[src/rtl/huff_pkg.sv]
// Shared constants, default Huffman table and FSM state type for the symbol
// encoder and for any bench that needs the golden code table.
package huff_pkg;
  localparam int SYM_W   = 4;
  localparam int CODE_W  = 9;
  localparam int LEN_W   = 4;
  localparam int NUM_SYM = 10;

  localparam logic [CODE_W-1:0] DEF_CODE [NUM_SYM] = '{
    9'b000000000, 9'b000000001, 9'b000000100, 9'b000000101, 9'b000001100,
    9'b000001101, 9'b000011100, 9'b000011101, 9'b000011110, 9'b000011111
  };
  localparam logic [LEN_W-1:0] DEF_LEN [NUM_SYM] = '{
    4'd2, 4'd2, 4'd3, 4'd3, 4'd4, 4'd4, 4'd5, 4'd5, 4'd5, 4'd5
  };

  typedef enum logic [1:0] {S_IDLE, S_EMIT, S_GAP} state_t;

  function automatic logic tbl_write_ok(input logic [SYM_W-1:0] addr,
                                        input logic [LEN_W-1:0] len);
    return (addr < SYM_W'(NUM_SYM)) && (len != '0) && (len <= LEN_W'(CODE_W));
  endfunction
endpackage

[src/rtl/huff_sym_fifo.sv]
// Synchronous FIFO with combinational head read, so the table lookup can
// happen in the same cycle the head is popped.
module huff_sym_fifo #(
  parameter int W     = 5,
  parameter int DEPTH = 4
) (
  input  logic         i_clk,
  input  logic         i_rst,
  input  logic         i_push,
  input  logic [W-1:0] i_wdata,
  input  logic         i_pop,
  output logic [W-1:0] o_rdata,
  output logic         o_full,
  output logic         o_empty
);
  localparam int AW = $clog2(DEPTH);

  logic [W-1:0]  r_mem [DEPTH];
  logic [AW-1:0] r_wptr;
  logic [AW-1:0] r_rptr;
  logic [AW:0]   r_cnt;
  logic          w_push;
  logic          w_pop;

  assign o_full  = (r_cnt == (AW+1)'(DEPTH));
  assign o_empty = (r_cnt == '0);
  assign o_rdata = r_mem[r_rptr];
  // A pop frees the slot the simultaneous push lands in.
  assign w_push  = i_push & (~o_full | i_pop);
  assign w_pop   = i_pop & ~o_empty;

  always_ff @(posedge i_clk) begin
    if (i_rst) begin
      r_wptr <= '0;
      r_rptr <= '0;
      r_cnt  <= '0;
    end else begin
      if (w_push) r_wptr <= r_wptr + AW'(1);
      if (w_pop)  r_rptr <= r_rptr + AW'(1);
      r_cnt <= r_cnt + {{AW{1'b0}}, w_push} - {{AW{1'b0}}, w_pop};
    end
  end

  always_ff @(posedge i_clk) begin
    if (w_push) r_mem[r_wptr] <= i_wdata;
  end
endmodule

[src/rtl/huff_sym_encoder.sv]
// Buffers 4-bit symbols, looks up their Huffman code in a writable table and
// holds code/length stable with trans_start high for len cycles per symbol.
module huff_sym_encoder
  import huff_pkg::*;
#(
  parameter int FIFO_DEPTH = 4,
  parameter int GAP_CYC    = 2
) (
  input  logic              i_clk,
  input  logic              i_rst,
  input  logic              i_sym_valid,
  output logic              o_sym_ready,
  input  logic [SYM_W-1:0]  i_sym,
  input  logic              i_sym_last,
  input  logic              i_tbl_we,
  input  logic [SYM_W-1:0]  i_tbl_addr,
  input  logic [CODE_W-1:0] i_tbl_code,
  input  logic [LEN_W-1:0]  i_tbl_len,
  output logic [CODE_W-1:0] o_data,
  output logic [LEN_W-1:0]  o_data_len,
  output logic              o_trans_start,
  output logic              o_busy,
  output logic              o_err
);
  localparam int GW = (GAP_CYC > 1) ? $clog2(GAP_CYC) : 1;

  logic              w_full;
  logic              w_empty;
  logic [SYM_W:0]    w_head;
  logic              w_sym_ok;
  logic              w_push;
  logic              w_pop;
  logic              w_chain;
  logic              w_tbl_wr;
  logic [CODE_W-1:0] w_code_arr [NUM_SYM];
  logic [LEN_W-1:0]  w_len_arr  [NUM_SYM];
  logic [CODE_W-1:0] w_lk_code;
  logic [LEN_W-1:0]  w_lk_len;

  state_t            r_state;
  logic [CODE_W-1:0] r_data;
  logic [LEN_W-1:0]  r_len;
  logic              r_last;
  logic [LEN_W-1:0]  r_cnt;
  logic [GW-1:0]     r_gcnt;
  logic              r_trans;
  logic              r_err;

  assign o_sym_ready = ~w_full;
  assign w_sym_ok    = (i_sym <= SYM_W'(NUM_SYM - 1));
  // Illegal symbols complete the handshake but never enter the buffer.
  assign w_push      = i_sym_valid & o_sym_ready & w_sym_ok;
  assign w_tbl_wr    = i_tbl_we & tbl_write_ok(i_tbl_addr, i_tbl_len);

  huff_sym_fifo #(.W(SYM_W + 1), .DEPTH(FIFO_DEPTH)) u_fifo (
    .i_clk   (i_clk),
    .i_rst   (i_rst),
    .i_push  (w_push),
    .i_wdata ({i_sym_last, i_sym}),
    .i_pop   (w_pop),
    .o_rdata (w_head),
    .o_full  (w_full),
    .o_empty (w_empty)
  );

  for (genvar gi = 0; gi < NUM_SYM; gi++) begin : g_tbl
    logic [CODE_W-1:0] r_code;
    logic [LEN_W-1:0]  r_elen;
    always_ff @(posedge i_clk) begin
      if (i_rst) begin
        r_code <= DEF_CODE[gi];
        r_elen <= DEF_LEN[gi];
      end else if (w_tbl_wr && (i_tbl_addr == SYM_W'(gi))) begin
        r_code <= i_tbl_code;
        r_elen <= i_tbl_len;
      end
    end
    assign w_code_arr[gi] = r_code;
    assign w_len_arr[gi]  = r_elen;
  end

  // Lookup reads the registered table, so a same-cycle write is not seen.
  assign w_lk_code = w_code_arr[w_head[SYM_W-1:0]];
  assign w_lk_len  = w_len_arr[w_head[SYM_W-1:0]];
  assign w_chain   = ~r_last & ~w_empty;
  assign w_pop     = ((r_state == S_IDLE) & ~w_empty) |
                     ((r_state == S_EMIT) & (r_cnt == '0) & w_chain);

  always_ff @(posedge i_clk) begin
    if (i_rst) begin
      r_state <= S_IDLE;
      r_data  <= '0;
      r_len   <= '0;
      r_last  <= 1'b0;
      r_cnt   <= '0;
      r_gcnt  <= '0;
      r_trans <= 1'b0;
    end else begin
      if (w_pop) begin
        r_data <= w_lk_code;
        r_len  <= w_lk_len;
        r_last <= w_head[SYM_W];
        r_cnt  <= w_lk_len - LEN_W'(1);
      end
      case (r_state)
        S_IDLE: begin
          if (!w_empty) begin
            r_state <= S_EMIT;
            r_trans <= 1'b1;
          end
        end
        S_EMIT: begin
          if (r_cnt != '0) begin
            r_cnt <= r_cnt - LEN_W'(1);
          end else if (!w_chain) begin
            r_state <= S_GAP;
            r_trans <= 1'b0;
            r_gcnt  <= GW'(GAP_CYC - 1);
          end
        end
        S_GAP: begin
          if (r_gcnt == '0) r_state <= S_IDLE;
          else              r_gcnt  <= r_gcnt - GW'(1);
        end
        default: begin
          r_state <= S_IDLE;
          r_trans <= 1'b0;
        end
      endcase
    end
  end

  always_ff @(posedge i_clk) begin
    if (i_rst) r_err <= 1'b0;
    else       r_err <= (i_sym_valid & o_sym_ready & ~w_sym_ok) |
                        (i_tbl_we & ~tbl_write_ok(i_tbl_addr, i_tbl_len));
  end

  assign o_data        = r_data;
  assign o_data_len    = r_len;
  assign o_trans_start = r_trans;
  assign o_busy        = (r_state != S_IDLE) | ~w_empty;
  assign o_err         = r_err;
endmodule

[config.mk]
export PLATFORM = sky130hd
export DESIGN_NAME = huff_sym_encoder
export DESIGN_NICKNAME = d
export VERILOG_FILES = /design/src/rtl/huff_pkg.sv /design/src/rtl/huff_sym_fifo.sv /design/src/rtl/huff_sym_encoder.sv
export SDC_FILE = /design/constraint.sdc
export NUM_CORES = 1
export LEC_CHECK = 0
export ABC_AREA = 1
export CAP_MARGIN = 40
export CORE_MARGIN = 8
export CORE_UTILIZATION = 55
export CTS_BUF_LIST = sky130_fd_sc_hd__clkbuf_2
export DETAILED_ROUTE_END_ITERATION = 7
export PLACE_DENSITY = 0.88
export REMOVE_ABC_BUFFERS = 1
export SYNTH_ARGS = -nofsm -noshare
export SYNTH_HDL_FRONTEND = slang
export SYNTH_SLANG_ARGS = --single-unit
[constraint.sdc]
create_clock -name i_clk -period 2.6 [get_ports i_clk]
set_input_delay 0.52 -clock i_clk [delete_from_list [all_inputs] [get_ports i_clk]]
set_output_delay 0.52 -clock i_clk [all_outputs]
set_load 0.01 [all_outputs]
# After elaboration in Yosys (flattened, before gate mapping)
# Memory sizes are Yosys's and may differ from the RTL's. A register that Yosys moved wholly into a read port is not among the register bits.
# Index checks and enable logic that the tools add are counted.
totals:
  ramBits: 20
  reg_bits: 160
  memories: 1
  out_inout_bits: 17
  in_bits: 26
mem_list:
  columns: ["memory", "words", "width", "rd", "rd_clocked_by_memory_dff", "write_ports", "line_no", "source"]
  rows:
  - ["u_fifo.r_mem", 4, 5, 1, 1, 1, "huff_sym_fifo.sv:18", "logic [W-1:0] r_mem [DEPTH];"]
classes:
  muxes: 26
  n_eq_ne: 16
  bitwise: 22
  add_sub_neg: 7
  order_cmp: 4
  reduce_logical: 23
op_table:
  columns: ["op", "count"]
  rows:
  - ["$bmux W9 S4", 1]
  - ["$mux W4", 5]
  - ["$mux W9", 2]
  - ["$bmux W4 S4", 1]
  - ["$eq A4 B3 Y1 const B", 4]
  - ["$logic_and A1 B1 Y1", 12]
  - ["$mux W2", 6]
  - ["$and A1 B1 Y1", 11]
  - ["$eq A4 B2 Y1 const B", 2]
  - ["$eq A4 B4 Y1 const B", 2]
  - ["$le A4 B4 Y1 const B", 2]
  - ["$logic_not A4 Y1", 2]
  - ["$mux W1", 8]
  - ["$ne A2 B2 Y1 const B", 4]
  - ["$reduce_and A4 Y1", 2]
  - ["$reduce_bool A4 Y1", 2]
  - ["$sub A4 B1 Y4 const B", 2]
  - ["$not A1 Y1", 6]
  - ["$pmux W2 S3", 1]
  - ["$ge A5 B5 Y1 const B", 1]
  - ["$not A4 Y5", 1]
  - ["$add A2 B1 Y2 const B", 2]
  - ["$eq A4 B1 Y1 const B", 1]
  - ["$lt A4 B4 Y1 const B", 1]
  - ["13 further kinds", 17]

# Logic depth before layout (Yosys ltp)
depth:
  word_depth: 9
  depth_mapped: 15

# Modules after synthesis
# From an unflattened synthesis, not the netlist that was laid out.
unflattened:
  hier_cells: 1082
  area_unflattened_um2: 8042.7
modules_own_cells:
  columns: ["module", "cells_per_inst", "instances", "area_per_inst_um2"]
  rows:
  - ["huff_sym_encoder", 963, 1, 6794.0]
  - ["huff_sym_fifo", 119, 1, 1248.7]

# Least setup slack after synthesis
# Ideal clock, no wire load.
synth_timing:
  path_kind: "flip-flop to flip-flop"
  from: "reg u_fifo.r_cnt[1]"
  to: "reg u_fifo.r_cnt[2]"
  t_required_ps: 2530
  setup_ps: 70
  path_stages_with_launch: 13
  path_slack_ps: 154
  arrival_ps: 2377
  period_less_slack_ps: 2446
  n_path_buf: 1
  path_cell_list: "dfxtp_1 > nor3_1 > nor3_1 > a21oi_1 > inv_1 > buf_2 > ha_1 > inv_1 > ha_1 > fa_1 > inv_1 > o21ai_0 > a21oi_1"
synth_between:
  elab_cells_between_ends: 15
  classes_between: "add/sub: 2; eq/ne: 1; bitwise: 11; reduce/logical: 1"
synth_lines:
  columns: ["element", "line_no", "source"]
  rows:
  - ["from (decl)", "huff_sym_fifo.sv:21", "logic [AW:0] r_cnt;"]
  - ["from (signal assigned)", "huff_sym_fifo.sv:40", "r_cnt <= r_cnt + {{AW{1'b0}}, w_push} - {{AW{1'b0}}, w_pop};"]
  - ["$logic_not A3 Y1 *", "huff_sym_fifo.sv:26", "assign o_empty = (r_cnt == '0);"]
  - ["$not A1 Y1 *", "huff_sym_fifo.sv:30, huff_sym_encoder.sv:85, huff_sym_encoder.sv:86", null]
  - ["$and A1 B1 Y1", "huff_sym_encoder.sv:85", "assign w_chain = ~r_last & ~w_empty;"]
  - ["$and A1 B1 Y1", "huff_sym_encoder.sv:87", "((r_state == S_EMIT) & (r_cnt == '0) & w_chain);"]
  - ["$or A1 B1 Y1", "huff_sym_encoder.sv:86", "assign w_pop = ((r_state == S_IDLE) & ~w_empty) |"]
  - ["$and A1 B1 Y1 *", "huff_sym_fifo.sv:30", "assign w_pop = i_pop & ~o_empty;"]
  - ["named net u_fifo.w_pop", "huff_sym_fifo.sv:23", "logic w_pop;"]
  - ["$sub A3 B1 Y3 *", "huff_sym_fifo.sv:40", null]
# The timed path passes the listed nets; every way through them passes the cells marked *.
# A chain may end at the register's enable or synchronous reset.

# Worst setup path in the final report
layout_timing:
  from: "reg r_cnt[0]"
  to: "reg u_fifo.r_cnt[2]"
layout_between:
  elab_chain_len: 8
  elab_cells_between_ends: 9
  classes_between: "add/sub: 2; bitwise: 6; reduce/logical: 1"
layout_rtl:
  columns: ["element", "line_no", "source"]
  rows:
  - ["from (decl)", "huff_sym_encoder.sv:44", "logic [LEN_W-1:0] r_cnt;"]
  - ["from (signal assigned)", "huff_sym_encoder.sv:103", "r_cnt <= w_lk_len - LEN_W'(1);"]
  - ["from (signal assigned)", "huff_sym_encoder.sv:114", "r_cnt <= r_cnt - LEN_W'(1);"]
  - ["$logic_not A4 Y1 *", "huff_sym_encoder.sv:87", null]
  - ["$and A1 B1 Y1 * (2 in a row)", "huff_sym_encoder.sv:87", null]
  - ["$or A1 B1 Y1 *", "huff_sym_encoder.sv:86", null]
  - ["$or A1 B1 Y1", "huff_sym_fifo.sv:29", "assign w_push = i_push & (~o_full | i_pop);"]
  - ["$and A1 B1 Y1", "huff_sym_fifo.sv:29", null]
  - ["$add A3 B1 Y3", "huff_sym_fifo.sv:40", null]
  - ["$sub A3 B1 Y3 *", "huff_sym_fifo.sv:40", null]
# Every way passes the cells marked *; elsewhere a longest branch is shown, timed or not.

==> metrics <==
residual DRC count 0; startpoint class of the critical path flip-flop; PD cells 894 nW/um2; Worst-Skew Late Latency 0.78 ns; Area growth syn-to-layout 11.2%; Vert. Die Dim 138 um; Starting Density 0.561; Max Fanout on Critical Path 4; fraction of layout cells with a size suffix above 1 0.0884; vias in the first global route 7,020; Rows 44; final hold slack 0.338 ns; Peak Freq 0.424 GHz; r2r setup slk 0.24 ns; FF-to-FF path depth 13; RR Startpoint r_cnt[0]; Final HPWL DP 13,900 um; Mean Syn Cell Area 7.57 um2; FF+latch area 3850 um2; detailed-route via count 7,363; Die Span X 138 um; Final period util 0.908; Setup WS pre-CTS 0.0651 ns; die area 18,900 um2; clk buf depth 2; Multi-input gate area 3480 um2; flop and latch count out of synthesis 182; Least-Margin Pin Slew 0.556 ns; peak supply drop 0.850 mV; Antenna Nets Post-Route 0; sequential fraction of design power 0.400; Data required, critical path 3.33 ns; Routed WL 20,600 um; Syn Inst Count 1,072; Setup TNS Final 0 ns; critical path type reg2reg; Clock Skew 0.0237 ns; Synth top area share 0.399; P_int 4.63 mW; Nets 1,143; post-route cell area 9030 um2; Final Hold Viols 0; synthesized area 8120 um2; fin crit period 2.36 ns; RSZ-0062 raised after global routing no; CTS clk-pin slew, worst paths 0.23 ns; DRT iter0 DRCs 670; gp weighted congestion 0.930; port buffer count 42; status finished, final reports clean; largest net degree at the start of global routing 51; CP Capture Type flip-flop; Synth area leader dfxtp_1; Leakage Power 3.79 nW; Sw Share 0.426; Area after DPL 8840 um2; antenna violations before repair 1; Post-synth ARST share 0; Total GRT Usage 0.228; Synth cell types 45; reg2reg end u_fifo.r_cnt[2]; CTS tree yes; post-cts resize count 2; Via density 5.64; Comb pwr share 0.455; CTS buffer count 17; worst setup path start r_cnt[0]; CTS hold repair buffers 0; final std cells w/o fill 1,305; Avg WL per Cell 15.8 um; clock sink count 182; clock group share of total power 0.145; total gr overflow 0; Commonest cells post-synth dfxtp_1 (162), o21ai_0 (149), nand2_1 (138), nor2_1 (127), inv_1 (117); Pins Over Slew Limit 0; CTS root buf clkbuf_2; ranking of synthesized cells by area dfxtp_1 (40%), o21ai_0 (9.2%), edfxtp_1 (7.4%); core area 14,500 um2; Worst EP arrival 3.09 ns; Power Total 8.08 mW; fillers 1,256; maxcap violations 0; global-route wire length before repair 34,200 um; setup violators final 0; Post-synth top flop dfxtp_1; Syn. warnings 0; Tightest Hold Check Type in2reg; dominant cell by count in the synthesized netlist dfxtp_1; fin util 0.624; post-synthesis sequential area ratio 0.473; io pins 43; Max-slew headroom 0.629; Critical Path Sink u_fifo.r_cnt[2]; final worst slack 0.240 ns; buffers inserted by post-CTS timing repair 0; cell count after placement 1,272; P_sw 3.44 mW; EDFF count, synth 20; Pre-antenna DRT Iters 8; H-tree depth 4
[power by group through the flow]
stage               clock [mW]  sequential (mW)  combinational (mW)
global placement             0             3.26                3.52
finish                    1.17             3.23                3.68
detailed placement           0             3.27                3.61
global route              1.30             3.26                4.08
CTS                       1.17             3.22                3.64
floorplan                    0             3.28                2.23
[cell type report]
cell class / count / share of cell area
clock inverter: 14 / 0.00748
antenna: 1 / 0.000277
timing repair buffer: 87 / 0.0928
tap: 184 / 0.0255
clock buffer: 18 / 0.00998
sequential: 182 / 0.427
multi-input combinational: 696 / 0.386
inverter: 123 / 0.0516
[worst max-delay path: stages, from the launching register on]
cell	delay, ns
dfxtp_1	0.44
inv_1	0.09
ha_1	0.20
nand2_1	0.06
inv_1	0.05
a21oi_1	0.19
inv_1	0.10
ha_1	0.29
inv_1	0.04
ha_1	0.18
fa_1	0.37
inv_1	0.08
o21ai_0	0.09
a21oi_1	0.13
[cell usage in the layout (no fill, tap or decap), types with 24 or more instances in the layout]
| cell | Yosys | layout |
|---|---|---|
| inv_1 | 117 | 117 |
| nand3_1 | 81 | 81 |
| buf_4 | 3 | 39 |
| nor2_1 | 127 | 127 |
| o21ai_0 | 149 | 149 |
| o211ai_1 | 24 | 24 |
| clkdlybuf4s50_1 | 0 | 40 |
| a21oi_1 | 108 | 108 |
| dfxtp_1 | 162 | 158 |
| nand2_1 | 138 | 138 |
[cells by family (layout without fill, tap and decap cells)]
family          count (synthesis)  count (layout)  synth area share
buf+inv                       194             242            0.0989
simple gates                  377             377             0.203
xor+xnor                        3               3           0.00324
compound gates                306             306             0.205
flops                         182             182             0.473
fa+ha+maj                      10              10            0.0163
other cells                     0               1                 0
[state kept, by name (all words and copies together) (netlist names), named ones only]
register	cells
r_cnt	4
r_gcnt	1
o_trans_start	1
u_fifo.r_rptr	2
u_fifo.r_wptr	2
g_tbl.r_elen	40
o_data_len	4
r_last	1
o_err	1
u_fifo.r_cnt	3
u_fifo.r_mem	20
r_state	2
o_data	9
g_tbl.r_code	90
[worst min path at each step]
stage | cells past startpoint | endpoint | slack, ns | from
after floorplan | 2 | g_tbl[1].r_elen[1] | 0.42 | g_tbl[1].r_elen[1]
after global placement | 2 | g_tbl[5].r_code[2] | 0.43 | g_tbl[5].r_code[2]
after detailed placement | 2 | g_tbl[3].r_code[2] | 0.44 | g_tbl[3].r_code[2]
after CTS | 1 | u_fifo.r_mem[0][0] | 0.30 | i_sym[0]
after global routing | 1 | u_fifo.r_mem[3][0] | 0.26 | i_sym[0]
final | 1 | u_fifo.r_mem[0][0] | 0.34 | i_sym[0]
[routing by layer]
metal  up-vias  track usage  wire (um)
li1       3613            -          -
met1      3386        0.281       8620
met2       304        0.373       9640
met3        60       0.0532       1610
met4         0        0.101        769
met5         -            0          0
Power figures use the tool's default switching activity.
